`src/rtl/jtag_instr_data_regs.sv`:
```
// JTAG instruction register, BYPASS/IDCODE/USER data registers and TDO mux.
// All state advances on TCK rising edges qualified by the TAP state strobes.
module jtag_instr_data_regs #(
  parameter int unsigned IR_WIDTH   = 4,
  parameter int unsigned DR_WIDTH   = 16,
  parameter logic [31:0] IDCODE_VAL = 32'h0000_0001
) (
  input  logic                i_tck,
  input  logic                i_trst,
  input  logic                i_tdi,
  input  logic                i_tlreset,
  input  logic                i_capture_dr,
  input  logic                i_shift_dr,
  input  logic                i_shift_ir,
  input  logic                i_update_dr,
  input  logic                i_update_ir,
  input  logic [DR_WIDTH-1:0] i_user_din,
  output logic                o_tdo,
  output logic [IR_WIDTH-1:0] o_instr,
  output logic [DR_WIDTH-1:0] o_user_dout,
  output logic                o_user_stb
);

  localparam logic [IR_WIDTH-1:0] OP_IDCODE  = IR_WIDTH'(1);
  localparam logic [IR_WIDTH-1:0] OP_USER_WR = IR_WIDTH'(2);
  localparam logic [IR_WIDTH-1:0] OP_USER_RD = IR_WIDTH'(3);
  localparam logic [IR_WIDTH-1:0] IR_CAPTURE = IR_WIDTH'(1);

  logic [IR_WIDTH-1:0] r_ir_sr;
  logic                r_ir_active;
  logic [IR_WIDTH-1:0] r_instr;
  logic [31:0]         r_id_sr;
  logic [DR_WIDTH-1:0] r_user_sr;
  logic                r_bypass;
  logic [DR_WIDTH-1:0] r_user_dout;
  logic                r_user_stb;

  logic                w_sel_id;
  logic                w_sel_user_wr;
  logic                w_sel_user_rd;
  logic                w_sel_user;
  logic                w_sel_bypass;
  logic [DR_WIDTH-1:0] w_user_shifted;

  assign w_sel_id      = (r_instr == OP_IDCODE);
  assign w_sel_user_wr = (r_instr == OP_USER_WR);
  assign w_sel_user_rd = (r_instr == OP_USER_RD);
  assign w_sel_user    = w_sel_user_wr | w_sel_user_rd;
  assign w_sel_bypass  = ~(w_sel_id | w_sel_user);

  // A one-bit user register has no upper slice to shift down.
  if (DR_WIDTH > 1) begin : g_user_wide
    assign w_user_shifted = {i_tdi, r_user_sr[DR_WIDTH-1:1]};
  end else begin : g_user_bit
    assign w_user_shifted = i_tdi;
  end

  always_ff @(posedge i_tck) begin
    r_user_stb <= 1'b0;
    if (i_trst) begin
      r_ir_sr     <= IR_CAPTURE;
      r_ir_active <= 1'b0;
      r_instr     <= OP_IDCODE;
      r_id_sr     <= '0;
      r_user_sr   <= '0;
      r_bypass    <= 1'b0;
      r_user_dout <= '0;
    end else if (i_tlreset) begin
      r_ir_sr     <= IR_CAPTURE;
      r_ir_active <= 1'b0;
      r_instr     <= OP_IDCODE;
    end else begin
      if (i_update_ir) begin
        r_instr     <= r_ir_sr;
        r_ir_active <= 1'b0;
      end else if (i_shift_ir) begin
        r_ir_sr     <= {i_tdi, r_ir_sr[IR_WIDTH-1:1]};
        r_ir_active <= 1'b1;
      end else if (!r_ir_active) begin
        r_ir_sr <= IR_CAPTURE;
      end

      if (i_update_dr) begin
        if (w_sel_user_wr) begin
          r_user_dout <= r_user_sr;
          r_user_stb  <= 1'b1;
        end
      end else if (i_capture_dr) begin
        if (w_sel_id)      r_id_sr   <= IDCODE_VAL;
        if (w_sel_user_wr) r_user_sr <= r_user_dout;
        if (w_sel_user_rd) r_user_sr <= i_user_din;
        if (w_sel_bypass)  r_bypass  <= 1'b0;
      end else if (i_shift_dr) begin
        if (w_sel_id)     r_id_sr   <= {i_tdi, r_id_sr[31:1]};
        if (w_sel_user)   r_user_sr <= w_user_shifted;
        if (w_sel_bypass) r_bypass  <= i_tdi;
      end
    end
  end

  always_comb begin
    o_tdo = r_bypass;
    if (i_shift_ir)    o_tdo = r_ir_sr[0];
    else if (w_sel_id) o_tdo = r_id_sr[0];
    else if (w_sel_user) o_tdo = r_user_sr[0];
  end

  assign o_instr     = r_instr;
  assign o_user_dout = r_user_dout;
  assign o_user_stb  = r_user_stb;

endmodule
```
`config.mk`:
```
export PLATFORM = sky130hd
export DESIGN_NAME = jtag_instr_data_regs
export DESIGN_NICKNAME = d
export VERILOG_FILES = /design/src/rtl/jtag_instr_data_regs.sv
export SDC_FILE = /design/constraint.sdc
export NUM_CORES = 1
export LEC_CHECK = 0
export ABC_AREA = 1
export CORE_MARGIN = 8
export CORE_UTILIZATION = 35
export DETAILED_ROUTE_END_ITERATION = 7
export SYNTH_ARGS = -nofsm -noshare
export SYNTH_HDL_FRONTEND = slang
export SYNTH_SLANG_ARGS = --single-unit
```
`constraint.sdc`:
```
create_clock -name i_tck -period 3.3 [get_ports i_tck]
set_input_delay 0.33 -clock i_tck [delete_from_list [all_inputs] [get_ports i_tck]]
set_output_delay 0.33 -clock i_tck [all_outputs]
set_load 0.1 [all_outputs]
```
=== Yosys cells after proc, flatten, opt, wreduce, memory -nomap -nowiden ===
Index checks and enable logic that the tools add are counted.

* Mux-type cells: 19
* Equality and inequality tests: 5
* Reductions and logical operators: 10
* Bitwise logic cells: 6

{| class="wikitable"
|+ Operators by type and width
! kind !! count
|-
| $mux 32 || 4
|-
| $mux 16 || 5
|-
| $eq 4x2->1 const B || 2
|-
| $mux 1 || 8
|-
| $mux 4 || 2
|-
| $reduce_and 4->1 || 2
|-
| $reduce_or 3->1 || 2
|-
| $reduce_and 5->1 || 1
|-
| $eq 4x1->1 const B || 1
|-
| $not 1->1 || 4
|-
| $reduce_bool 2->1 || 2
|-
| $ne 3x1->1 const B || 1
|-
| $reduce_and 3->1 || 1
|-
| $ne 2x2->1 const B || 1
|-
| $or 1x1->1 || 2
|-
| $reduce_and 2->1 || 1
|-
| $reduce_or 2->1 || 1
|}

* Flip-flop bits (word level): 75
* Input bits: 25
* Logic and storage cells: 48

=== Longest topological paths before layout ===
Gate-level depths: netlist of run 1.

* Depth in word-level cells: 6
* Mapped depth: 8
* Mapped depth without buffers: 7

=== Least setup slack after synthesis of run 1 ===
No wires, ideal clock.

* Path type: flip-flop to output port
* From: reg r_instr[1], in the netlist o_instr[1]
* To: out o_tdo
* Data required time: 2970 ps
* Path buffers: 0
* Cell stages (with the launch flop): 6
* Path slack: 659 ps
* Data arrival time: 2311 ps
* Path through: dfxtp_1 > inv_1 > nand3_4 > or2_2 > nand3_1 > nand2_1

* Cells in the longest elaborated chain, start to end: 5
* Elaborated cells on any way between the ends: 7

{| class="wikitable"
|+ RTL lines
! element !! RTL line !! source
|-
| from (decl) || 31 || <nowiki>logic [IR_WIDTH-1:0] r_instr;</nowiki>
|-
| from (signal assigned) || 74 || <nowiki>r_instr <= r_ir_sr;</nowiki>
|-
| $eq 4x2->1 (on tied branches) || 46, 47 ||
|-
| $or 1x1->1 || 48 || <nowiki>assign w_sel_user = w_sel_user_wr | w_sel_user_rd;</nowiki>
|-
| $mux 1 || 105 || <nowiki>else if (w_sel_user) o_tdo = r_user_sr[0];</nowiki>
|-
| $mux 1 (*) || 104 || <nowiki>else if (w_sel_id) o_tdo = r_id_sr[0];</nowiki>
|-
| $mux 1 (*) || 103 || <nowiki>if (i_shift_ir) o_tdo = r_ir_sr[0];</nowiki>
|-
| to (decl) || 18 || <nowiki>output logic o_tdo,</nowiki>
|}

Every way passes the cells marked *; elsewhere a longest branch is shown, timed or not.

=== Final worst setup path of run 1 ===
* From: reg r_instr[1], in the netlist o_instr[1]
* To: out o_instr[1]

{| class="wikitable"
|+ RTL lines
! element !! RTL line !! source
|-
| to (decl) || 19 || <nowiki>output logic [IR_WIDTH-1:0] o_instr,</nowiki>
|}

No word-level cell between the ends.

==> reports/qor.csv, run 1 <==
metric,value,unit
status,"complete, no violations",
finalHoldViolations,0,
grt_pass1_wl,13400,um
hold_end,r_id_sr[21],
drcViolationCount,0,
ant_nets,0,
detailroute.via_count,3272,
p_per_area,456,nW/um^2
rsz0062_at_grt,no,
path_max_fanout,6,
postCtsHoldBufs,0,
die_w,117,um
finalCriticalPeriod,2.27,ns
holdPathStages,2,
avgSynthCellArea,6.47,um^2
ys_seq_elements,75,
start_util,35.2,%
cp_top_family,buffers and inverters,
finalInstanceArea,4280,um^2
tns,0,ns
placed_cell_area,4050,um^2
pre_cts_ws,0.923,ns
vdd_drop_max,0.208,mV
cts.path.max_buffers,2,
hold_path.class,flop to flop,
yosysSeqAreaShare,42.0,%
via_per_inst,4.53,
worstHoldStart,r_id_sr[21],
r2r_start,o_instr[3],
synth_edf_count,0,
io_buffers,46,
drv_slew,0,
post-route-util,42.2,%
endpoint_kind,primary output,
clk_latency,0.34,ns
drive_above_1_share,5.11,%
synth_most_common_cell,nand2_1,
cts_sinks,75,
critPathMaxStageDelay,1.17,ns
antenna_found_initial,0,
fin_crit_sh,68.7,%
synthCells,552,
die_y,117,um
p_total,1.95,mW
start_kind,flop,
drt_iter0_drc,208,
grt_overflow,0,
reg2reg_depth,8,
wirelength,8030,um
post_drt_wl_per_cell,11.1,um
rr_endpoint,r_user_sr[13],
cts_tree,done,
antennaDiodeCount,0,
cts-htree-levels,3,
coreArea,10100,um^2
cts-root-buf,clkbuf_8,
synth_fp_nets,577,
cts_resized,0,
numCtsBuffers,9,
syn_area,3570,um^2
layout_setup_ws,1.03,ns
synthArstFlopShare,0,%
clk_pin_slew,0.07,ns
reg2reg_slack,1.26,ns
multi_input_area,1720,um^2
grt_pass1_vias,2936,
num-fill-cells,1089,
synth_ff_type,dfxtp_1,
ios,47,
cts_setup_buffers,0,
track_usage,12.1,%
cp.required,2.97,ns
fmax,0.441,GHz
yosys.area.top_type_share,42.0,%
yosys.area.top_type,dfxtp_1,
grt_max_degree,67,
layout.nets,608,
setup_viol,0,
worstSetupPathType,flop to primary output,
synthToLayoutAreaGrowth,19.6,%
place_hpwl,5120,um
drtPass1Iterations,5,
synth.distinct_cells,23,
fp-row-count,37,
netlist_top_cells_count,"177 x nand2_1, 135 x nor2_1, 75 x dfxtp_1",
cap_violations,0,
seq_area,1500,um^2
cellLeakagePower,1.90,nW
cp_slowest_cell,clkdlybuf4s50_1,
yosys_warnings,0,
crit_path_cell_trace,clkdlybuf4s50_1,
relSlewSlack,32.5,%
dieArea,13700,um^2
gp_congestion,0.740,
timing.critical_path.buf_inv,1,
worstPathArrival,1.94,ns
tightest_slew,1.01,ns
finalClockSkew,0.0118,ns
netlist_top_cells_area,"dfxtp_1 42%, nand2_1 19%, nor2_1 14%",
## layout make-up
| class | count | share of cell area (%) |
|---|---|---|
| clock inverter | 4 | 1.73 |
| inverter | 46 | 4.04 |
| multi-input combinational | 401 | 40.2 |
| clock buffer | 11 | 3.54 |
| tap | 136 | 3.98 |
| sequential | 75 | 35.1 |
| timing repair buffer | 50 | 11.4 |
## worst max path at each step
stage	start	endpoint	slack, ns	cells past startpoint
CTS	o_instr[1]	o_instr[1]	1.01	1
floorplan	o_instr[1]	o_tdo	0.66	5
finish	o_instr[1]	o_instr[1]	1.03	1
global route	o_instr[1]	o_instr[1]	0.96	1
detailed placement	i_capture_dr	r_id_sr[11]	0.92	8
global placement	i_capture_dr	r_id_sr[27]	0.95	8
## cells in the final DEF, fill, tap and decap left out, types with 3 or more instances in the layout
master           count
a21oi_1             18
a22oi_1              3
buf_4                6
clkbuf_8            11
clkdlybuf4s50_1     44
dfxtp_1             75
inv_1               45
nand2_1            177
nand3_1             38
nand3b_1            16
nor2_1             135
o22ai_1              4
## kinds of logic after synthesis
family / after synthesis / synth area share, %
flops: 75 / 42.0
buf+inv: 76 / 9.84
simple gates: 374 / 44.0
compound gates: 27 / 4.13
## power breakdown
| part | internal, mW | switching, mW |
|---|---|---|
| clock network | 0.463 | 0.322 |
| registers | 0.935 | 0.0161 |
| logic | 0.0801 | 0.134 |
## stage by stage
step / cells / hold WS, ns
global placement: 708 / 0.462
finish: 723 / 0.483
global route: 723 / 0.502
CTS: 723 / 0.488
detailed placement: 708 / 0.472
floorplan: 552 / 0.402
## sequential cells by signal, indices dropped and copies added, names as in the netlist
name / flops
r_id_sr: 32
o_user_dout: 16
r_user_sr: 16
o_instr: 4
r_ir_sr: 4
o_user_stb: 1
r_bypass: 1
r_ir_active: 1
## layer usage
layer	share of wire, %	vias to the layer above	GRT usage, %
met5	0	-	0
met4	1.1	0	3.75
met3	7.1	9	3.54
met2	45	68	19.6
met1	47	1448	15.2
li1	-	1747	-
(Power assumes the default switching activity.)
==> run 2, diff against run 1 <==
Clock period 3.3 ns to 2.1 ns, I/O delays scaled along.
==> run 2 against run 1 <==
Power up 52%. Critical path depth is 5 higher. Sequential cell count unchanged. Clock power increased by 43%. Die area did not move. First-iteration DRC count shrank 8.7%. Largest cell class unchanged.
==> reports/qor.csv, run 2 (synthesis gave the netlist of run 1 again) <==
metric,value,unit,change
fp-row-count,37,,unchanged
endpoint_kind,primary output,,
cellLeakagePower,1.96,nW,+3.2%
numCtsBuffers,9,,unchanged
rr_endpoint,r_user_sr[4],,
relSlewSlack,74.4,%,+42 points
p_seq_share,50.4,%,+1.6 points
antenna_found_initial,0,,unchanged
layout.nets,614,,+0.99%
antennaDiodeCount,0,,unchanged
drcViolationCount,0,,unchanged
drt_iter0_drc,190,,-8.7%
finalClockSkew,0.00843,ns,-0.00339 ns
r2r_start,o_instr[3],,
setup_viol,0,,unchanged
wl_met3,552,um,-3.7%
start_util,35.2,%,unchanged
fin_crit_sh,91.8,%,
grt_max_degree,67,,unchanged
clk_latency,0.35,ns,about the same
layout_common_cells,"177 x nand2_1, 135 x nor2_1, 71 x dfxtp_1, 45 x inv_1, 38 x nand3_1",,
cp.required,1.89,ns,-1.08 ns
cts_sinks,75,,unchanged
met1_length,3920,um,+3.8%
cts_resized,0,,unchanged
clk_pin_slew,0.08,ns,about the same
routed.top_layer,met4,,
largest_reg_flops,32,,unchanged
ant_nets,0,,unchanged
critPathMaxStageDelay,0.34,ns,-0.83 ns
worstSetupPathType,flop to primary output,,
post-route-util,42.3,%,+0.11 points
io_buffers,46,,unchanged
dieArea,13700,um^2,unchanged
post_drt_wl_per_cell,11.2,um,+0.60%
gp_congestion,0.751,,+1.5%
cts-htree-levels,3,,unchanged
fmax,0.519,GHz,
rsz0062_at_grt,no,,
grt_pass1_vias,3045,,+3.7%
reg2reg_slack,0.60,ns,-0.66 ns
track_usage,12.6,%,+0.47 points
wirelength,8150,um,+1.6%
drtPass1Iterations,4,,-1
place_hpwl,5360,um,+4.6%
tightest_slew,0.382,ns,-0.628 ns
die_w,117,um,unchanged
switchingPower,0.804,mW,+70%
via_per_inst,4.44,,-2.0%
die_y,117,um,unchanged
cts_tree,done,,
path_max_fanout,6,,unchanged
cts-root-buf,clkbuf_8,,
finalCriticalPeriod,1.93,ns,
clkPwrFrac,37.8,%,-2.4 points
cap_violations,0,,unchanged
largest-register,r_id_sr,,
grt_overflow,0,,unchanged
dr_wl_met2,3560,um,-0.78%
cp_top_family,simple AND/OR/NAND/NOR gates,,
netSwitchingFraction,27.1,%,+2.9 points
tns,0,ns,unchanged
crit_path_cell_trace,nor2_2 -> nand3_4 -> or2_2 -> nand3_1 -> nand2_1 -> buf_12,,
synthToLayoutAreaGrowth,20.0,%,
timing.critical_path.buf_inv,1,,unchanged
coreArea,10100,um^2,unchanged
p_per_area,692,nW/um^2,+52%
drv_slew,0,,unchanged
hold_end,o_user_stb,,
holdPathStages,2,,unchanged
drive_above_1_share,10.3,%,+5.2 points
pwr-share-comb,11.8,%,+0.8 points
ios,47,,unchanged
p_total,2.97,mW,+52%
vdd_drop_max,0.335,mV,+61%
final_common_cell,nand2_1,,
reg2reg_depth,8,,unchanged
cts.path.max_buffers,2,,unchanged
worstHoldStart,i_trst,,
detailroute.via_count,3238,,-1.0%
status,"complete, no violations",,
cts_setup_buffers,0,,unchanged
postCtsHoldBufs,0,,unchanged
grt_pass1_wl,13800,um,+2.9%
worstPathArrival,1.72,ns,-0.22 ns
cp_slowest_cell,dfxtp_2,,
start_kind,flop,,
hold_path.class,primary input to flop,,
p_int,2.16,mW,+46%
finalHoldViolations,0,,unchanged
## run 2: changes by cell type in the layout (fill, tap and decap cells not counted), sizes merged
cell,before,now
bufinv,2,1
clkinv,2,1
clkbuf,11,9
clkinvlp,0,3
buf,6,32
inv,46,48
clkdlybuf4s50,44,24
## run 2: per-stage QoR
stage	worst slack (ns)	cells	hold slack, ns	instance area [um^2]
3_3_place_gp	0.435	714	0.462	4090
2_1_floorplan	0.0137	552	0.282	3580
3_5_place_dp	0.392	714	0.472	4090
5_1_grt	0.0431	730	0.483	4290
4_1_cts	0.133	730	0.442	4290
6_report	0.172	730	0.444	4290
## run 2: routing by layer
| layer | vias up | track usage [%] |
|---|---|---|
| li1 | 1758 | - |
| met1 | 1418 | 15.0 |
| met2 | 54 | 20.5 |
| met3 | 8 | 4.31 |
| met4 | 0 | 4.52 |
| met5 | - | 0 |
## run 2: final cells by class
type | instances | area [um^2]
clock buffers | 9 | 124
repair buffers | 56 | 518
flip-flops and latches | 75 | 1510
well taps | 136 | 170
clock inverters | 7 | 75.1
inverters | 46 | 173
multi-input cells | 401 | 1720
fillers | 1081 | 5850
## run 2: worst max-delay path by stage
stage	start	end	slack (ns)	depth (start not counted)
floorplan	o_instr[1]	o_tdo	0.01	5
global placement	i_capture_dr	r_id_sr[12]	0.43	7
detailed placement	i_capture_dr	r_id_sr[12]	0.39	7
CTS	o_instr[3]	o_tdo	0.13	6
global route	o_instr[3]	o_tdo	0.04	6
finish	o_instr[3]	o_tdo	0.17	6
## run 2: power by group through the flow
stage / clock, mW / combinational [mW] / sequential, mW
6_report: 1.12 / 0.351 / 1.49
5_1_grt: 1.22 / 0.396 / 1.50
4_1_cts: 1.17 / 0.355 / 1.49
3_5_place_dp: 0 / 0.353 / 1.53
3_3_place_gp: 0 / 0.349 / 1.53
2_1_floorplan: 0 / 0.235 / 1.54
